[src/rtl/rx_block_sync_descrambler.sv]
// 64b/66b receive block aligner and self-synchronous descrambler (x^58 + x^39 + 1).
// Hunts for header alignment with gearbox slips and forwards descrambled blocks while locked.
module rx_block_sync_descrambler #(
  parameter int DATA_WIDTH = 64,
  parameter int LOCK_CNT   = 64,
  parameter int WINDOW_CNT = 1024,
  parameter int ERR_MAX    = 16,
  parameter int SLIP_WAIT  = 32
) (
  input  logic                  clk,
  input  logic                  rst,
  input  logic [DATA_WIDTH+1:0] data_in,
  input  logic                  data_valid,
  output logic                  slip,
  output logic [DATA_WIDTH-1:0] data_out,
  output logic [1:0]            sync_out,
  output logic                  valid_out,
  output logic                  locked
);

  localparam int SCR_LEN = 58;
  localparam int GOOD_W  = $clog2(LOCK_CNT + 1);
  localparam int WIN_W   = $clog2(WINDOW_CNT + 1);
  localparam int ERR_W   = $clog2(ERR_MAX + 1);
  localparam int WAIT_W  = $clog2(SLIP_WAIT + 1);

  localparam logic [GOOD_W-1:0] GOOD_LAST = GOOD_W'(LOCK_CNT - 1);
  localparam logic [WIN_W-1:0]  WIN_LAST  = WIN_W'(WINDOW_CNT - 1);
  localparam logic [ERR_W-1:0]  ERR_LAST  = ERR_W'(ERR_MAX - 1);
  localparam logic [WAIT_W-1:0] WAIT_LAST = WAIT_W'(SLIP_WAIT - 1);

  typedef enum logic [1:0] {
    ST_SEARCH,
    ST_SLIP_WAIT,
    ST_LOCKED
  } state_t;

  state_t                  state_q, state_d;
  logic [GOOD_W-1:0]       good_cnt_q, good_cnt_d;
  logic [WIN_W-1:0]        win_cnt_q, win_cnt_d;
  logic [ERR_W-1:0]        err_cnt_q, err_cnt_d;
  logic [WAIT_W-1:0]       wait_cnt_q, wait_cnt_d;
  logic [SCR_LEN-1:0]      scr_q;
  logic                    slip_q, slip_d;
  logic                    valid_q, valid_d;
  logic [DATA_WIDTH-1:0]   data_q;
  logic [1:0]              sync_q;

  logic [1:0]              hdr;
  logic                    hdr_ok;
  logic [DATA_WIDTH-1:0]   descr;
  logic [DATA_WIDTH+SCR_LEN-1:0] ext;

  assign hdr    = data_in[DATA_WIDTH+1:DATA_WIDTH];
  assign hdr_ok = hdr[1] ^ hdr[0];

  // Received stream, newest bit at index 0: payload bit p saw its taps 39 and 58 bits earlier,
  // which land at ext[p+39] and ext[p+58] whether they came from this block or from scr_q.
  assign ext = {scr_q, data_in[DATA_WIDTH-1:0]};

  for (genvar gi = 0; gi < DATA_WIDTH; gi++) begin : g_descr
    assign descr[gi] = ext[gi] ^ ext[gi + 39] ^ ext[gi + 58];
  end

  always_comb begin
    state_d    = state_q;
    good_cnt_d = good_cnt_q;
    win_cnt_d  = win_cnt_q;
    err_cnt_d  = err_cnt_q;
    wait_cnt_d = wait_cnt_q;
    slip_d     = 1'b0;

    case (state_q)
      ST_SEARCH: begin
        if (data_valid) begin
          if (!hdr_ok) begin
            slip_d     = 1'b1;
            good_cnt_d = '0;
            wait_cnt_d = '0;
            state_d    = ST_SLIP_WAIT;
          end else if (good_cnt_q == GOOD_LAST) begin
            good_cnt_d = '0;
            win_cnt_d  = '0;
            err_cnt_d  = '0;
            state_d    = ST_LOCKED;
          end else begin
            good_cnt_d = good_cnt_q + GOOD_W'(1);
          end
        end
      end

      ST_SLIP_WAIT: begin
        // Runs on every clock so the gearbox gets a fixed settling time.
        if (wait_cnt_q == WAIT_LAST) begin
          wait_cnt_d = '0;
          good_cnt_d = '0;
          state_d    = ST_SEARCH;
        end else begin
          wait_cnt_d = wait_cnt_q + WAIT_W'(1);
        end
      end

      ST_LOCKED: begin
        if (data_valid) begin
          if (!hdr_ok && (err_cnt_q == ERR_LAST)) begin
            slip_d     = 1'b1;
            win_cnt_d  = '0;
            err_cnt_d  = '0;
            good_cnt_d = '0;
            wait_cnt_d = '0;
            state_d    = ST_SLIP_WAIT;
          end else if (win_cnt_q == WIN_LAST) begin
            win_cnt_d = '0;
            err_cnt_d = '0;
          end else begin
            win_cnt_d = win_cnt_q + WIN_W'(1);
            err_cnt_d = err_cnt_q + {{(ERR_W-1){1'b0}}, ~hdr_ok};
          end
        end
      end

      default: begin
        state_d = ST_SEARCH;
      end
    endcase

    valid_d = data_valid && (state_d == ST_LOCKED);
  end

  always_ff @(posedge clk) begin
    if (rst) begin
      state_q    <= ST_SEARCH;
      good_cnt_q <= '0;
      win_cnt_q  <= '0;
      err_cnt_q  <= '0;
      wait_cnt_q <= '0;
      scr_q      <= '1;
      slip_q     <= 1'b0;
      valid_q    <= 1'b0;
      data_q     <= '0;
      sync_q     <= '0;
    end else begin
      state_q    <= state_d;
      good_cnt_q <= good_cnt_d;
      win_cnt_q  <= win_cnt_d;
      err_cnt_q  <= err_cnt_d;
      wait_cnt_q <= wait_cnt_d;
      slip_q     <= slip_d;
      valid_q    <= valid_d;
      // The descrambler keeps tracking the line even while not locked.
      if (data_valid) begin
        scr_q <= data_in[SCR_LEN-1:0];
      end
      if (valid_d) begin
        data_q <= descr;
        sync_q <= hdr;
      end
    end
  end

  assign slip      = slip_q;
  assign valid_out = valid_q;
  assign data_out  = data_q;
  assign sync_out  = sync_q;
  assign locked    = (state_q == ST_LOCKED);

endmodule

[config.mk]
export PLATFORM = sky130hd
export DESIGN_NAME = rx_block_sync_descrambler
export DESIGN_NICKNAME = d
export VERILOG_FILES = /design/src/rtl/rx_block_sync_descrambler.sv
export SDC_FILE = /design/constraint.sdc
export NUM_CORES = 1
export LEC_CHECK = 0
export CAP_MARGIN = 25
export CORE_AREA = 2 2 124 126
export DETAILED_ROUTE_END_ITERATION = 6
export DIE_AREA = 0 0 126 128
export PLACE_DENSITY = 0.78
export SYNTH_ARGS = -nofsm -noshare
export SYNTH_HDL_FRONTEND = slang
export SYNTH_SLANG_ARGS = --single-unit
export TNS_END_PERCENT = 50
[constraint.sdc]
create_clock -name clk -period 3.2 [get_ports clk]
set_input_delay 0.64 -clock clk [delete_from_list [all_inputs] [get_ports clk]]
set_output_delay 0.64 -clock clk [all_outputs]
set_load 0.01 [all_outputs]
==> impl_results.md <==
* Outcome: finished clean
* Detailed placement HPWL at 13.89 mm
* Ys flop type: dfxtp_1
* Remaining routing DRC violations at 0
* Drt first pass iters at 5
* Max Fanout on Critical Path at 37
* Site row count at 45
* Share of layout cells above drive strength 1 at 0.05833
* Synth Register Bits at 157
* I/O Buffers at 137
* Worst-Margin Slew at 0.7413 ns
* Slew Viols, Final at 0
* Met3 usage at 0.05050
* Seq/Total Area, Yosys at 0.4089
* Die Area at 16,130 sq um
* Max VDD drop at 0.4002 mV
* Pwr per Cell Area at 491.1 nW/um^2
* TritonCTS Sinks at 157
* Met2 GRT Util at 0.3675
* Average wire per standard cell at 17.30 um
* Initial antenna violation count at 0
* CTS root buf: clkbuf_16
* Post-CTS setup repair buffer count at 0
* CTS tree: done
* Ys async rst share at 0
* Nets@finish at 1,026
* Switching Share at 0.2541
* Switch Pwr at 1228 uW
* DRT antenna net count at 0
* Power, Total at 4831 uW
* EDFF count, synth at 0
* Crit Path Class: input pin to flip-flop
* Routing usage on met1 at 0.3364
* DR vias at 6,350
* Comb power frac at 0.143
* Most frequent cells in the layout: dfxtp_1, clkdlybuf4s50_1, xor2_1
* # fillers at 1,227
* Crit end category: flip-flop
* Final period util at 0.8607
* Type of the tightest min-delay check: flip-flop to flip-flop
* Clk Latency, worst-skew pair at 0.43 ns
* Final setup fails at 0
* DRT iter0 DRCs at 545
* # Max-Cap Violations at 0
* Vias per inst at 5.531
* Die Height at 128 um
* Ys Warns at 0
* CTS max path bufs at 2
* Worst EP arrival at 3.10 ns
* Total CTS buffers at 17
* Sequential power share at 0.429
* Synth Cell Area at 7686 sq um
* Distinct cell type count after synthesis at 47
* Reg clk slew, reported paths at 0.07 ns
* Synthesized area per cell at 9.205 sq um
* Fin. Hold Viols at 0
* Fin Clk Skew at 0.01324 ns
* Post-route minimum period at 2.754 ns
* Tot GR Track Use at 0.2434
* Post-CTS Resized at 0
* Most common cell after layout, fill and taps aside: dfxtp_1
* First-pass GRT wire length at 30.53 mm
* Leakage at 0.003475 uW
* Total length of routed wires at 19.86 mm
* Initial Utilization at 0.5171
* Area Growth Syn to Fin at 28.00%
* Hold buffers post-CTS at 0
* I/O pins at 138
* Max Fclk at 363.1 MHz
* Cells after Synth at 835
* H-tree levels at 4
* Setup TNS at 0 ns
* P_int at 3603 uW
* Area of the core at 14,860 sq um
* Grt peak-use layer: met2
* GR Overflow Total at 0
* RSZ-0062 raised after global routing: false
* Die W at 126 um
* Pin count of the biggest net entering global routing at 93
* Clock power share at 0.428
* Syn_nets at 913
* Placer Congestion at 0.8581
* Critical path required time at 3.55 ns
* Max_slew headroom at 0.5058
* Antenna diodes at 0
* Critical Path Source Type: input pin
* Vias in the first global route at 5,772
[metrics by stage]
step,worst slack [ns],instances,util,hold slack (ns),cell area [sq um]
final,0.4459,1148,0.6619,0.4540,9838
after global routing,0.3080,1148,0.6619,0.4796,9838
after global placement,0.08728,1117,0.6215,0.4376,9239
after floorplan,0.5782,835,-,0.4236,7686
after CTS,0.4433,1148,0.6619,0.4587,9838
after detailed placement,0.03681,1117,0.6215,0.4433,9239
[critical path, stage by stage]
cell and delay, ns:
clkdlybuf4s50_1 0.51, xor2_2 0.19, inv_2 0.09, nor4b_4 0.31, o21ai_1 0.09, or3b_4 0.49, buf_12 0.20, or4_1 0.48
o21ai_0 0.09
[registers in the layout, summed over array words and instances, names as in the netlist]
signal / cells
wait_cnt_q: 6
valid_out: 1
state_q: 2
slip: 1
err_cnt_q: 5
data_out: 64
good_cnt_q: 7
sync_out: 2
win_cnt_q: 11
scr_q: 58
[cell type report]
type / instances / area (sq um) / area share
tap: 188 / 235.2 / 0.02391
timing repair buffer: 154 / 1569 / 0.1595
inverter: 12 / 45.04 / 0.004578
clock inverter: 10 / 138.9 / 0.01412
clock buffer: 21 / 460.4 / 0.04680
multi-input combinational: 606 / 4247 / 0.4316
sequential: 157 / 3143 / 0.3195
[Yosys cell counts (all sizes together), types with 15 or more instances]
| cell | instances | area share |
|---|---|---|
| nand2b | 69 | 0.056 |
| dfxtp | 157 | 0.41 |
| a211o | 59 | 0.067 |
| xnor2 | 68 | 0.077 |
| nor2b | 58 | 0.047 |
| or4 | 66 | 0.064 |
| xor2 | 73 | 0.084 |
| nor2 | 33 | 0.016 |
| nand2 | 15 | 0.0073 |
| a21oi | 18 | 0.012 |
| clkbuf | 53 | 0.026 |
| o21ai | 76 | 0.049 |
[per-layer routing]
metal  up-vias  routed length (um)
li1       3147                   -
met1      2971                9307
met4         0                 646
met2       195                9002
met3        37                 901
met5         -                   0
[worst paths after layout]
kind,from,end,cells after the start,slack [ns]
setup reg to reg,state_q[0]$_SDFF_PP0_,data_out[56]$_SDFFE_PP0P_,8,0.54
hold / removal,win_cnt_q[10]$_SDFFE_PP0P_,win_cnt_q[10]$_SDFFE_PP0P_,2,0.45
setup / recovery,data_in[64],data_out[56]$_SDFFE_PP0P_,9,0.45
hold reg to reg,win_cnt_q[10]$_SDFFE_PP0P_,win_cnt_q[10]$_SDFFE_PP0P_,2,0.45
[power groups by stage]
| stage | Combinational, uW | Sequential [uW] | Clock, uW |
|---|---|---|---|
| 2_1_floorplan | 426 | 2100 | 0 |
| 3_3_place_gp | 675 | 2110 | 0 |
| 3_5_place_dp | 679 | 2110 | 0 |
| 4_1_cts | 684 | 2070 | 2090 |
| 5_1_grt | 741 | 2080 | 2190 |
| 6_report | 689 | 2070 | 2070 |
[cell families (layout without fill, tap and decap cells)]
kind of cell | after synthesis | after routing | share of synthesized area
simple gates | 289 | 289 | 0.2325
buf+inv | 72 | 197 | 0.03972
xor+xnor | 141 | 141 | 0.1616
fa+ha+maj | 9 | 9 | 0.01465
flops | 157 | 157 | 0.4089
compound gates | 167 | 167 | 0.1426
Power figures use the tool's default switching activity.
